==> config.mk <==
export PLATFORM = sky130hd
export DESIGN_NAME = seq_restoring_divider
export DESIGN_NICKNAME = d
export VERILOG_FILES = /design/src/rtl/seq_restoring_divider.sv
export SDC_FILE = /design/constraint.sdc
export NUM_CORES = 1
export LEC_CHECK = 0
export CAP_MARGIN = 20
export CORE_UTILIZATION = 29
export DETAILED_ROUTE_END_ITERATION = 7
export HOLD_SLACK_MARGIN = 0.05
export SYNTH_ARGS = -nofsm -noshare
export SYNTH_HDL_FRONTEND = slang
export SYNTH_SLANG_ARGS = --single-unit
==> constraint.sdc <==
create_clock -name clk -period 4.5 [get_ports clk]
set_input_delay 0.45 -clock clk [delete_from_list [all_inputs] [get_ports clk]]
set_output_delay 0.45 -clock clk [all_outputs]
set_load 0.05 [all_outputs]
==> src/rtl/seq_restoring_divider.sv <==
// seq_restoring_divider: iterative restoring divider, one trial subtract per clock, start/done handshake.
// Define DIVIDER_SIGNED_EN for two's-complement operands (magnitude divide plus sign fix-up).
module seq_restoring_divider #(
  parameter int WIDTH = 4
) (
  input  logic             clk,
  input  logic             rst,
  input  logic             start,
  input  logic [WIDTH-1:0] dividend,
  input  logic [WIDTH-1:0] divisor,
  output logic             busy,
  output logic             done,
  output logic [WIDTH-1:0] quotient,
  output logic [WIDTH-1:0] remainder,
  output logic             div_by_zero
);
  localparam int CW = $clog2(WIDTH) + 1;
  typedef enum logic [1:0] {IDLE, RUN, DONE} state_t;
  state_t           state_q;
  logic [WIDTH-1:0] quo_q, rem_q, dsr_q, dvd_q;
  logic [CW-1:0]    cnt_q;
  logic             zero_q;
  logic [WIDTH:0]   shift_d, trial_d;
  logic [WIDTH-1:0] rem_d, quo_d, mag_dvd_d, mag_dsr_d, q_fix_d, r_fix_d;
`ifdef DIVIDER_SIGNED_EN
  logic             neg_q_q, neg_r_q;
`endif
  always_comb begin
    shift_d = {rem_q, quo_q[WIDTH-1]};
    trial_d = shift_d - {1'b0, dsr_q};
    rem_d   = trial_d[WIDTH] ? shift_d[WIDTH-1:0] : trial_d[WIDTH-1:0];
    quo_d   = {quo_q[WIDTH-2:0], ~trial_d[WIDTH]};
`ifdef DIVIDER_SIGNED_EN
    mag_dvd_d = dividend[WIDTH-1] ? -dividend : dividend;
    mag_dsr_d = divisor[WIDTH-1] ? -divisor : divisor;
    q_fix_d   = neg_q_q ? -quo_q : quo_q;
    r_fix_d   = neg_r_q ? -rem_q : rem_q;
`else
    mag_dvd_d = dividend;
    mag_dsr_d = divisor;
    q_fix_d   = quo_q;
    r_fix_d   = rem_q;
`endif
  end
  always_ff @(posedge clk or posedge rst) begin
    if (rst) begin
      state_q     <= IDLE;
      quo_q       <= '0;
      rem_q       <= '0;
      dsr_q       <= '0;
      dvd_q       <= '0;
      cnt_q       <= '0;
      zero_q      <= 1'b0;
      busy        <= 1'b0;
      done        <= 1'b0;
      quotient    <= '0;
      remainder   <= '0;
      div_by_zero <= 1'b0;
`ifdef DIVIDER_SIGNED_EN
      neg_q_q     <= 1'b0;
      neg_r_q     <= 1'b0;
`endif
    end else begin
      done <= 1'b0;
      case (state_q)
        IDLE: if (start) begin
          quo_q       <= mag_dvd_d;
          dsr_q       <= mag_dsr_d;
          dvd_q       <= dividend;
          rem_q       <= '0;
          cnt_q       <= '0;
          zero_q      <= divisor == '0;
          div_by_zero <= 1'b0;
          busy        <= divisor != '0;
          state_q     <= divisor == '0 ? DONE : RUN;
`ifdef DIVIDER_SIGNED_EN
          neg_q_q     <= dividend[WIDTH-1] ^ divisor[WIDTH-1];
          neg_r_q     <= dividend[WIDTH-1];
`endif
        end
        RUN: begin
          quo_q <= quo_d;
          rem_q <= rem_d;
          cnt_q <= cnt_q + 1'b1;
          if (cnt_q == CW'(WIDTH - 1)) begin
            busy    <= 1'b0;
            state_q <= DONE;
          end
        end
        DONE: begin
          // The pulse and results appear together, one cycle after the last iteration
          quotient    <= zero_q ? '1 : q_fix_d;
          remainder   <= zero_q ? dvd_q : r_fix_d;
          div_by_zero <= zero_q;
          done        <= 1'b1;
          state_q     <= IDLE;
        end
        default: state_q <= IDLE;
      endcase
    end
  end
endmodule
# [Word level (Yosys, flattened, before mapping)]
# Index checks and enable logic that the tools add are counted.
[totals] ff_bits=33 out_inout_bits=11
[op_classes] reduce_logical=10 add_sub_neg=2 bitwise_logic=1 n_mux=19 eq_ne=5
[ops] operator="4-bit two-way mux" n=5
[ops] operator="4-bit one-hot mux with 2 select lines" n=2
[ops] operator="2-bit AND reduction" n=4
[ops] operator="2-bit two-way mux" n=3
[ops] operator="3-bit one-hot mux with 2 select lines" n=1
[ops] operator="5-bit by 4-bit subtractor with 5-bit output" n=1
[ops] operator="4-bit logical NOT" n=1
[ops] operator="1-bit two-way mux" n=4
[ops] operator="2-bit != test (second input constant)" n=2
[ops] operator="1-bit one-hot mux with 2 select lines" n=2
[ops] operator="2-bit one-hot mux with 2 select lines" n=1
[ops] operator="2-bit nonzero test" n=2
[ops] operator="4-bit nonzero test" n=1
[ops] operator="3-bit by 1-bit adder with 3-bit output (second input constant)" n=1
[ops] operator="3-bit by 2-bit equality test with 1-bit output (second input constant)" n=1
[ops] operator="3-bit two-way mux" n=1
[ops] operator="3-bit AND reduction" n=1
[ops] operator="2-bit by 1-bit equality test with 1-bit output (second input constant)" n=1
[ops] operator="2-bit equality test (second input constant)" n=1
[ops] operator="2-bit logical NOT" n=1
[ops] operator="1-bit inverter" n=1

# [Longest topological paths before layout]
# Gate-level depths: netlist (run 1).
[depth] ltp_word=4 mapped_depth=8

# [Worst setup path before layout (run 1)]
# OpenSTA, ideal clock, no wires.
[synth_path] kind="register to register" start="register quo_q[3] (netlist: q_fix_d[3])" end="register rem_q[0] (netlist: r_fix_d[0])" period_less_slack_ns=1.902 path_buffers=0 path_slack_ns=2.598 arrival_ns=1.781 stages_incl_launch_ff=9 cell_sequence="dfrtp_1 > inv_1 > ha_1 > fa_1 > nand2b_1 > a21oi_2 > xnor2_2 > mux2i_1 > a22o_1"
[synth_via] elab_chain_cells=3
[synth_rtl] item="start: declaration" line_no="20" text="logic [WIDTH-1:0] quo_q, rem_q, dsr_q, dvd_q;"
[synth_rtl] item="start signal: assignment" line_no="67" text="quo_q <= mag_dvd_d;"
[synth_rtl] item="start signal: assignment" line_no="82" text="quo_q <= quo_d;"
[synth_rtl] item="5-bit by 4-bit subtractor with 5-bit output" line_no="30" text="trial_d = shift_d - {1'b0, dsr_q};"
[synth_rtl] item="4-bit two-way mux (*)" line_no="31" text="rem_d = trial_d[WIDTH] ? shift_d[WIDTH-1:0] : trial_d[WIDTH-1:0];"
[synth_rtl] item="4-bit one-hot mux with 2 select lines (*)" line_no="65" text="case (state_q)"
[synth_rtl] item="end signal: assignment" line_no="83" text="rem_q <= rem_d;"
[synth_rtl] item="end: declaration" line_no="20"
# Every way passes the cells marked *; elsewhere a longest branch is shown, timed or not.
# A chain may end at the register's enable or synchronous reset.

# [Final worst setup path (run 1)]
# Ends and elaborated chain as after synthesis.

==> results.py, run 1 <==
metrics = {
    "yosys": {
        "yosys_warnings": 0,
        "synth-seq-cells": 33,
        "avgSynthCellArea_sq_um": 11.0,
        "async_reset_ff_share_pct": 100,
        "syn-num-nets": 165,
        "synthesis.instances": 147,
        "ys_seq_area_share_pct": 51.1,
        "netlist-cell-type-count": 35,
        "ys.flop_type": "dfrtp_1",
        "synth-edff-count": 0,
        "syn_area_sq_um": 1620,
    },
    "grt": {
        "antenna_found_initial": 0,
        "grt_use_total_pct": 11.9,
        "grt_pass1_wl_microns": 5340,
        "grt_max_degree": 34,
        "overflow": 0,
        "grt_pass1_vias": 1109,
    },
    "route": {
        "drt_iter0_markers": 89,
        "drtPass1Iterations": 4,
        "vias": 1077,
        "routedWlPerCell_microns": 12.4,
        "drt_wl_total_microns": 2980,
        "drc": 0,
        "vias_per_cell": 4.49,
        "postRouteAntennaNets": 0,
    },
    "worst_setup_path": {
        "worstPathMaxFanout": 5,
        "cp_top_family": "adder cells",
        "critPathCaptureType": "flop",
        "slowest_stage": "fa_1",
        "crit_buf_inv": 1,
        "start_kind": "flop",
        "worstSetupPathType": "flop to flop",
        "worstPathArrival_ns": 2.23,
        "worstPathRequired_ns": 4.68,
        "cp_cell_sequence": "inv_1 > ha_1 > fa_1 > nand2b_1 > a21oi_2 > xnor2_2 > mux2i_1 > a22o_1",
        "critPathMaxStageDelay_ns": 0.40,
    },
    "sta": {
        "worstMarginPinSlew_ns": 0.568,
        "report.final.slew_viol_count": 0,
        "fin_skew_ns": 0.00467,
        "setup_viol": 0,
        "fin_ws_ns": 2.45,
        "timing.slew.headroom_pct": 62.1,
        "finalSetupTns_ns": 0,
        "max_clock_freq_mhz": 487,
        "period_share_pct": 45.6,
        "rsz0062_at_grt": "false",
        "hold_viol_final": 0,
        "layout_min_cycle_time_ns": 2.05,
        "holdWs_ns": 0.477,
    },
    "layout": {
        "final_area_sq_um": 1980,
        "final_layout_size_suffix_gt1_share_pct": 10.6,
        "fin_nets": 187,
        "syn_to_final_growth_pct": 22.5,
        "antenna_cells": 0,
        "fillCellCount": 528,
    },
    "clock_network": {
        "clockBufferDepth": 2,
        "h-tree-depth": 2,
        "root_buffer": "clkbuf_8",
        "cts_setup_buffers": 0,
        "cts.sinks": 33,
        "clk_latency_ns": 0.29,
        "hold_buffers": 0,
        "tritoncts": "yes",
        "cts_buffers": 5,
        "cts_resized": 0,
        "clkTransAtPathRegs_ns": 0.07,
    },
    "job": {
        "cap_violations": 0,
    },
    "die": {
        "fp.dieH_microns": 76.6,
        "rows": 26,
        "die_w_microns": 76.6,
        "initial_core_util_pct": 30.8,
        "coreArea_sq_um": 5240,
        "num_io_pins": 22,
        "dieArea_sq_um": 5870,
    },
    "status": {
        "outcome": "complete, no violations",
    },
    "placement": {
        "pre_cts_ws_ns": 2.34,
        "placed_area_sq_um": 1860,
        "gp_congestion": 0.717,
        "hpwl_microns": 2140,
        "io_buffers": 21,
    },
    "pwr": {
        "peakVddDrop_mv": 0.237,
        "p_per_area_nw_per_um2": 824,
        "leakagePower_nw": 0.901,
    },
    "min_path": {
        "hold_path_class": "flop to flop",
    },
}
-- per-stage QoR --
stage          cells  utilization (%)  total power, mW
2_1_floorplan    147                -             1.19
3_3_place_gp     232             35.6             1.34
3_5_place_dp     232             35.6             1.36
4_1_cts          240             37.8             1.66
5_1_grt          240             37.8             1.78
6_report         240             37.8             1.63
-- routing by layer --
| layer | share of wire [%] | up-vias | GRT usage (%) |
|---|---|---|---|
| met3 | 5.4 | 7 | 3.35 |
| met4 | 2.1 | 0 | 6.35 |
| met5 | 0 | - | 0 |
| met2 | 43 | 34 | 17.0 |
| met1 | 50 | 489 | 16.2 |
| li1 | - | 547 | - |
-- placed cells by master (no fill, tap or decap), types with 4 or more instances in the layout --
cell type         n
nor2_1           11
dfrtp_1          33
inv_1             8
a21oi_1           4
o21ai_0          18
clkdlybuf4s50_1  21
mux2_2            4
mux2i_1           9
ha_1              6
clkbuf_8          6
nand2_1          17
-- kinds of logic (layout without fill, tap and decap cells) --
group           Yosys count  after routing  share of synthesized area (%)
compound gates           36             36                           14.6
simple gates             39             39                           11.9
fa+ha+maj                 7              7                           5.89
buf+inv                  15             38                           5.42
flops                    33             33                           51.1
xor+xnor                  3              3                           2.09
mux                      14             14                           9.06
-- state kept, by name (all words and copies together) (netlist names) --
signal       cells
zero_q           1
remainder        4
div_by_zero      1
busy             1
r_fix_d          4
q_fix_d          4
quotient         4
cnt_q            3
state_q          2
dvd_q            4
done             1
dsr_q            4
-- worst min-delay path, cell delays in order, from the launching register on --
cell and delay, ns:
dfrtp_1 0.34, nand2_1 0.04, o21ai_0 0.06
-- area by class of cell --
cell class	count	area, sq um	share of cell area, %
inverters	8	30.0	1.52
well taps	70	87.6	4.42
multi-input cells	99	702	35.5
clock buffers	7	86.3	4.36
flip-flops and latches	33	826	41.7
repair buffers	22	218	11.0
clock inverters	1	30.0	1.52
-- power by group --
group / switching, mW / internal, mW / leakage, nW
clock: 0.104 / 0.180 / 0.0585
combinational: 0.435 / 0.355 / 0.429
sequential: 0.120 / 0.435 / 0.413
total: 0.660 / 0.971 / 0.901
-- worst paths after layout --
path	startpoint	to	slack, ns	cells after the start
hold reg to reg	quotient[3]	quotient[3]	0.48	2
setup reg to reg	q_fix_d[3]	r_fix_d[0]	2.45	8
min in group asynchronous	rst	remainder[2]	0.56	3
hold / removal	quotient[3]	quotient[3]	0.48	2
setup / recovery	q_fix_d[3]	r_fix_d[0]	2.45	8
max in group asynchronous	rst	r_fix_d[3]	3.61	3
-- cells in the mapped netlist (3+ instances only) --
cell type	instances	area (sq um)
a21oi_1	4	20.0
a22o_1	3	26.3
a22oi_1	3	22.5
and2b_1	3	22.5
buf_2	3	15.0
dfrtp_1	33	826
ha_1	6	75.1
inv_1	8	30.0
mux2_2	4	45.0
mux2i_1	9	90.1
nand2_1	17	63.8
nand2b_1	3	18.8
nor2_1	11	41.3
o21ai_0	18	90.1
Power figures use the tool's default switching activity.
==> run 2: changes to the inputs <==
clock period = 1.73 ns   (was 4.5 ns; I/O delays follow)
==> results.py, run 2 (synthesized netlist as in run 1, its figures left out) <==
metrics = {
    "job": {
        "cap_violations": 0,
    },
    "sta": {
        "max_clock_freq_mhz": 545,
        "report.final.slew_viol_count": 0,
        "fin_ws_ns": -0.105,
        "timing.slew.headroom_pct": 66.9,
        "holdWs_ns": 0.281,
        "rsz0062_at_grt": "true",
        "worstMarginPinSlew_ns": 0.495,
        "period_share_pct": 106,
        "setup_viol": 5,
        "layout_min_cycle_time_ns": 1.84,
        "hold_viol_final": 0,
        "fin_skew_ns": 0.00173,
    },
    "grt": {
        "antenna_found_initial": 0,
        "grt_use_total_pct": 11.7,
        "overflow": 0,
        "grt_pass1_vias": 1057,
        "grt_pass1_wl_microns": 5200,
        "grt_max_degree": 34,
    },
    "die": {
        "coreArea_sq_um": 5240,
        "fp.dieH_microns": 76.6,
        "initial_core_util_pct": 30.8,
        "dieArea_sq_um": 5870,
        "rows": 26,
        "die_w_microns": 76.6,
        "num_io_pins": 22,
    },
    "status": {
        "violations": "negative setup slack",
        "outcome": "finished with violations",
    },
    "placement": {
        "pre_cts_ws_ns": -0.152,
        "io_buffers": 21,
        "placed_area_sq_um": 2030,
        "gp_congestion": 0.729,
        "dp.cells": 248,
        "hpwl_microns": 2340,
    },
    "worst_setup_path": {
        "start_kind": "flop",
        "worstPathMaxFanout": 5,
        "worstPathRequired_ns": 1.90,
        "worstSetupPathType": "flop to flop",
        "critPathCaptureType": "flop",
        "worstPathArrival_ns": 2.01,
    },
    "route": {
        "vias_per_cell": 4.35,
        "postRouteAntennaNets": 0,
        "routedWlPerCell_microns": 11.9,
        "drt_wl_total_microns": 3040,
        "vias": 1113,
        "drt_iter0_markers": 49,
        "drtPass1Iterations": 5,
        "drc": 0,
    },
    "layout": {
        "final_area_sq_um": 2120,
        "fillCellCount": 530,
        "fin_nets": 203,
        "mostFrequentLayoutCells": "dfrtp_1 (33), clkdlybuf4s50_1 (20), nand2_1 (17), buf_4 (17), o21ai_0 (16)",
        "layout_commonest_cell": "dfrtp_1",
        "layout.cells.non_filler": 256,
        "final_layout_size_suffix_gt1_share_pct": 21.0,
        "syn_to_final_growth_pct": 31.1,
        "antenna_cells": 0,
    },
    "clock_network": {
        "cts_resized": 0,
        "clkTransAtPathRegs_ns": 0.07,
        "hold_buffers": 0,
        "clk_latency_ns": 0.28,
        "cts_buffers": 5,
        "cts.sinks": 33,
        "clockBufferDepth": 2,
        "root_buffer": "clkbuf_8",
        "tritoncts": "yes",
        "h-tree-depth": 2,
    },
    "pwr": {
        "p_total_mw": 4.50,
        "p_per_area_nw_per_um2": 2130,
        "leakagePower_nw": 0.977,
        "peakVddDrop_mv": 0.675,
    },
    "min_path": {
        "hold_path_class": "input pin to asynchronous set/reset pin",
    },
}
-- run 2: changes by cell type in the layout (fill, tap and decap cells not counted), sizes merged --
| cell | change |
|---|---|
| buf | +17 |
| clkinv | +2 |
| bufinv | -1 |
| clkbuf | -1 |
| clkdlybuf4s50 | -1 |
-- run 2: path summary, 6_finish.rpt --
| kind | endpoint | cells after the start | slack [ns] | start |
|---|---|---|---|---|
| max in group asynchronous | dsr_q[1] | 3 | 1.15 | rst |
| worst min register to register | quotient[0] | 2 | 0.48 | quotient[0] |
| worst max register to register | r_fix_d[1] | 7 | -0.11 | dsr_q[0] |
| min in group clk | quotient[0] | 2 | 0.48 | quotient[0] |
| worst min-delay path | remainder[3] | 3 | 0.28 | rst |
| worst max-delay path | r_fix_d[1] | 7 | -0.11 | dsr_q[0] |
-- run 2: layout make-up --
cell class | count | area, sq um | share of cell area (%)
multi-input cells | 99 | 743 | 35.1
inverters | 8 | 30.0 | 1.42
well taps | 70 | 87.6 | 4.14
flip-flops and latches | 33 | 826 | 39.0
clock buffers | 6 | 72.6 | 3.43
repair buffers | 38 | 348 | 16.4
clock inverters | 2 | 10.0 | 0.473
-- run 2: per-stage QoR --
step                utilization (%)  setup TNS (ns)
detailed placement             38.8          -0.697
CTS                            40.4          -0.512
global placement               38.8          -0.532
global route                   40.4          -0.793
finish                         40.4          -0.428
floorplan                         -          -0.413
-- run 2: report_power, final --
group          leakage, nW  switching (mW)  internal (mW)
combinational        0.519            1.27           1.25
sequential           0.413           0.305           1.13
clock               0.0450           0.271          0.278
-- run 2: critical path: stages, from the launching register on --
cell,delay (ns)
dfrtp_1,0.41
ha_4,0.18
fa_2,0.33
nand2b_4,0.15
a21oi_4,0.17
xnor2_4,0.17
mux2i_1,0.11
a22o_1,0.20
-- run 2: per-layer routing --
metal	wire length, microns	GRT usage [%]	vias up
met2	1390	17.6	26
met1	1480	15.3	508
met3	150	3.95	2
li1	-	-	577
met5	0	0	-
met4	17	4.62	0
-- run 2: timing repair --
action	in CTS	in global routing
pin swaps	5	0
endpoints found under the setup margin	5	5
buffers inserted	0	0
==> run 3: changes to the inputs <==
CORE_UTILIZATION = 30   (was 29)
==> results.py, run 3 (synthesized netlist as in run 1, its figures left out) <==
metrics = {
    "route": {
        "vias": 1175,
        "highest_layer": "met4",
        "postRouteAntennaNets": 0,
        "wl_met3_microns": 161,
        "wl_met1_microns": 1500,
        "dr_wl_met2_microns": 1440,
        "vias_per_cell": 4.57,
        "drc": 0,
        "drt_iter0_markers": 41,
        "routedWlPerCell_microns": 12.3,
        "drt_wl_total_microns": 3160,
        "drtPass1Iterations": 4,
    },
    "worst_setup_path": {
        "critPathCaptureType": "flop",
        "worstPathArrival_ns": 2.03,
        "worstPathRequired_ns": 1.88,
        "slowest_stage": "dfrtp_1",
        "worstSetupPathType": "flop to flop",
        "start_kind": "flop",
        "worstPathMaxFanout": 5,
        "cp_cell_sequence": "inv_2 > ha_4 > fa_2 > nand2b_4 > a21oi_4 > xnor2_4 > buf_4 > buf_6 > o221ai_1",
        "critPathMaxStageDelay_ns": 0.36,
    },
    "sta": {
        "worstMarginPinSlew_ns": 0.566,
        "timing.slew.headroom_pct": 62.3,
        "hold_viol_final": 0,
        "report.final.slew_viol_count": 0,
        "max_clock_freq_mhz": 533,
        "setup_viol": 5,
        "finalSetupTns_ns": -0.530,
        "fin_ws_ns": -0.145,
        "layout_min_cycle_time_ns": 1.88,
        "fin_skew_ns": 0.00797,
        "period_share_pct": 108,
        "rsz0062_at_grt": "true",
    },
    "placement": {
        "hpwl_microns": 2350,
        "io_buffers": 21,
        "placed_area_sq_um": 2010,
        "pre_cts_ws_ns": -0.154,
        "gp_congestion": 0.728,
        "dp.cells": 247,
    },
    "grt": {
        "antenna_found_initial": 0,
        "grt_use_total_pct": 13.1,
        "grt_pass1_vias": 1119,
        "grt_max_degree": 34,
        "overflow": 0,
        "grt_pass1_wl_microns": 5330,
    },
    "clock_network": {
        "cts_buffers": 5,
        "clk_latency_ns": 0.28,
        "root_buffer": "clkbuf_8",
        "h-tree-depth": 2,
        "cts.sinks": 33,
        "clkTransAtPathRegs_ns": 0.07,
        "hold_buffers": 0,
        "clockBufferDepth": 2,
        "tritoncts": "yes",
    },
    "layout": {
        "fin_nets": 205,
        "final_area_sq_um": 2130,
        "layout_commonest_cell": "dfrtp_1",
        "mostFrequentLayoutCells": "dfrtp_1 (33), clkdlybuf4s50_1 (20), buf_4 (19)",
        "final_layout_size_suffix_gt1_share_pct": 21.4,
        "layout.cells.non_filler": 257,
        "syn_to_final_growth_pct": 31.7,
        "antenna_cells": 0,
    },
    "pwr": {
        "leakagePower_nw": 0.984,
        "peakVddDrop_mv": 0.637,
        "p_per_area_nw_per_um2": 2170,
    },
    "die": {
        "num_io_pins": 22,
        "dieArea_sq_um": 5680,
        "fp.dieH_microns": 75.4,
        "rows": 26,
        "die_w_microns": 75.4,
        "initial_core_util_pct": 31.4,
        "coreArea_sq_um": 5140,
    },
    "min_path": {
        "hold_path_class": "input pin to asynchronous set/reset pin",
    },
    "status": {
        "outcome": "finished with violations",
        "violations": "negative setup slack",
    },
    "job": {
        "cap_violations": 0,
    },
}
[run 3: repair_timing]
action | 4_1_cts | 5_1_grt
pin swaps | 4 | 1
resized for setup | 0 | 1
setup endpoints to repair | 5 | 5
setup buffers | 1 | 2
[run 3: worst paths after layout]
path	start	to	slack [ns]	cells past startpoint
setup reg to reg	q_fix_d[3]	q_fix_d[0]	-0.15	9
hold reg to reg	quotient[3]	quotient[3]	0.48	2
min in group clk	divisor[1]	dsr_q[1]	0.47	3
hold / removal	rst	quotient[3]	0.28	3
setup / recovery	q_fix_d[3]	q_fix_d[0]	-0.15	9
max in group asynchronous	rst	dsr_q[2]	1.15	3
[run 3: critical path, delay by kind of cell, from the launching register on]
| family | cells | cell delay, ns |
|---|---|---|
| and+or+nand+nor | 1 | 0.15 |
| xor gates and xnor gates | 1 | 0.17 |
| adders and majority gates | 2 | 0.49 |
| DFF | 1 | 0.36 |
| AOI/OAI and AO/OA | 2 | 0.28 |
| buffers and inverters | 3 | 0.29 |
[run 3: through the flow]
step	utilization (%)	hold WS (ns)	power, mW
floorplan	-	0.290	3.26
global placement	39.2	0.461	3.93
detailed placement	39.2	0.469	3.98
CTS	41.0	0.293	4.59
global route	41.4	0.323	5.02
finish	41.4	0.279	4.62
[run 3: final cells by class]
type	count	area, sq um
Inverter	8	30.0
Clock buffer	7	86.3
Tap cell	70	87.6
Sequential cell	33	826
Timing Repair Buffer	40	354
Fill cell	553	3010
Multi-Input combinational cell	99	743
[run 3: per-layer routing]
| layer | vias up | track usage (%) |
|---|---|---|
| met5 | - | 0 |
| met4 | 0 | 6.17 |
| met3 | 6 | 4.10 |
| met2 | 29 | 19.5 |
| met1 | 556 | 17.4 |
| li1 | 584 | - |
[run 3: where the power goes]
part	leakage, nW	switching (mW)	internal (mW)
sequential	0.413	0.275	1.13
clock	0.0443	0.259	0.315
combinational	0.527	1.33	1.30
total	0.984	1.87	2.75
==> RTL change: new RTL, config.mk and constraints of run 2 <==
Reset style: synchronous (`rst`), changed in one clocked block.
--- a/src/rtl/seq_restoring_divider.sv
+++ b/src/rtl/seq_restoring_divider.sv
@@ -42,7 +42,7 @@
     r_fix_d   = rem_q;
 `endif
   end
-  always_ff @(posedge clk or posedge rst) begin
+  always_ff @(posedge clk) begin
     if (rst) begin
       state_q     <= IDLE;
       quo_q       <= '0;
Function: differs if rst is asserted again (counterexample within 4 cycles, from zero or initial values and one cycle with rst high); with rst held inactive, the same outputs for 10 cycles.
==> RTL change against run 2 <==
  * The run still ends with negative setup slack left
  * Largest cell class is now multi-input combinational cells
  * Critical path type unchanged
  * Cell area shrank 5.3%
  * Sequential cell count is the same
  * Area after synthesis shrank 9.5%
  * Critical path depth grew 1
  * Fmax shrank 1.2%
  * Wire length grew 0.96%
  * Setup slack lost 0.023 ns
Power is not compared: it rests on default switching activity, and its combinational part moved more than twofold at a synthesized area within 25%.
==> RTL change: results (changes against run 2) <==
final_layout:
  nFillCells: 505  # -4.7%
  fin_nets: 227  # +12%
  drive_gt1_share_pct: 15.24  # -5.7 points
yosys:
  async_flop_share_pct: 0  # -100 points
  synth_nets: 193  # +17%
  ys_top_cells_by_count: "34 x nand2_1, 33 x dfxtp_1, 22 x nor2_1"
  synth.distinct_cells: 29  # -17%
  ys.flop_type: "dfxtp_1"
global_routing:
  grt_first_pass_wirelength_mm: 5.340  # +2.8%
  grt_start_max_net_pins: 29  # -15%
  track_usage_pct: 13.28  # +1.6 points
sta:
  setup_slack_ns: -0.1277  # -0.02269 ns
  finalSetupViolCount: 5  # unchanged
  slew_headroom_pct: 66.80  # -0.095 points
  skew_ns: 0.005451  # +0.003725 ns
  setup_tns_ns: -0.5353  # -0.1074 ns
worst_setup_path:
  crit_path_max_incr_delay_ns: 0.34  # -0.07 ns
  regToRegStartpoint: "q_fix_d[3]"
  crit_arrival_ns: 2.08  # +0.07 ns
  cpMaxStageDelayCell: "dfxtp_2"
  reg2regPathDepth: 8  # +1
outcome:
  failed_checks: "negative setup slack"
  status: "finished with violations"
detailed_routing:
  firstDrtPassIters: 4  # -1
  drt-initial-drc-count: 59  # +20%
placement:
  dpl_cell_area_sq_um: 1851  # -9.0%
  pre_cts_ws_ns: -0.1566  # -0.004603 ns
## RTL change: worst register-to-register path, delay by kind of cell (launching register included)
family                     cells  cell delay [ns]
adders and majority gates      2             0.48
AOI/OAI and AO/OA              2             0.31
buffers and inverters          1             0.05
and+or+nand+nor                1             0.15
xor gates and xnor gates       1             0.24
DFF                            1             0.34
muxes                          1             0.23
## RTL change: layer usage
layer / global-route usage [%] / routed length, um / share of wire (%)
met4: 5.229 / 17 / 0.55
met1: 17.22 / 1525 / 50
met3: 4.144 / 96 / 3.1
met2: 20.47 / 1426 / 47
met5: 0 / 0 / 0
## RTL change: per-stage QoR
stage	utilization, %	cells
3_5_place_dp	38.67	266
4_1_cts	41.65	276
2_1_floorplan	-	175
3_3_place_gp	38.67	266
5_1_grt	41.88	277
6_report	41.88	277
## RTL change: worst paths after layout
check          endpoint  slack (ns)
max          r_fix_d[0]       -0.13
min            dsr_q[2]        0.46
max reg2reg  r_fix_d[0]       -0.13
min reg2reg    dsr_q[2]        0.46
## RTL change: layout make-up
| type | count | share of cell area (%) |
|---|---|---|
| clock buffers | 7 | 4.307 |
| clock inverters | 1 | 1.498 |
| inverters | 7 | 1.311 |
| multi-input cells | 126 | 39.33 |
| flip-flops and latches | 33 | 33.08 |
| well taps | 67 | 4.182 |
| repair buffers | 36 | 16.29 |
## RTL change: kinds of logic after synthesis
family | Yosys count | share of synthesized area (%)
and+or+nand+nor | 70 | 20.27
adders and majority gates | 7 | 6.501
DFF | 33 | 45.17
xor gates and xnor gates | 4 | 2.909
buffers and inverters | 16 | 4.449
AOI/OAI and AO/OA | 39 | 16.60
muxes | 6 | 4.106
## RTL change: power groups by stage
| stage | Combinational, W | Clock, W | Sequential (W) |
|---|---|---|---|
| 5_1_grt | 0.000408 | 0.000793 | 0.000833 |
| 4_1_cts | 0.000361 | 0.000758 | 0.000828 |
| 2_1_floorplan | 0.000222 | 0 | 0.000854 |
| 3_3_place_gp | 0.000334 | 0 | 0.000844 |
| 3_5_place_dp | 0.000338 | 0 | 0.000845 |
| 6_report | 0.000368 | 0.000736 | 0.000828 |
## RTL change: timing repair
action	4_1_cts	5_1_grt
gates resized for setup	4	1
buffers inserted	2	1
setup endpoints to repair	5	5
hold buffers	0	0
pin swaps	4	2
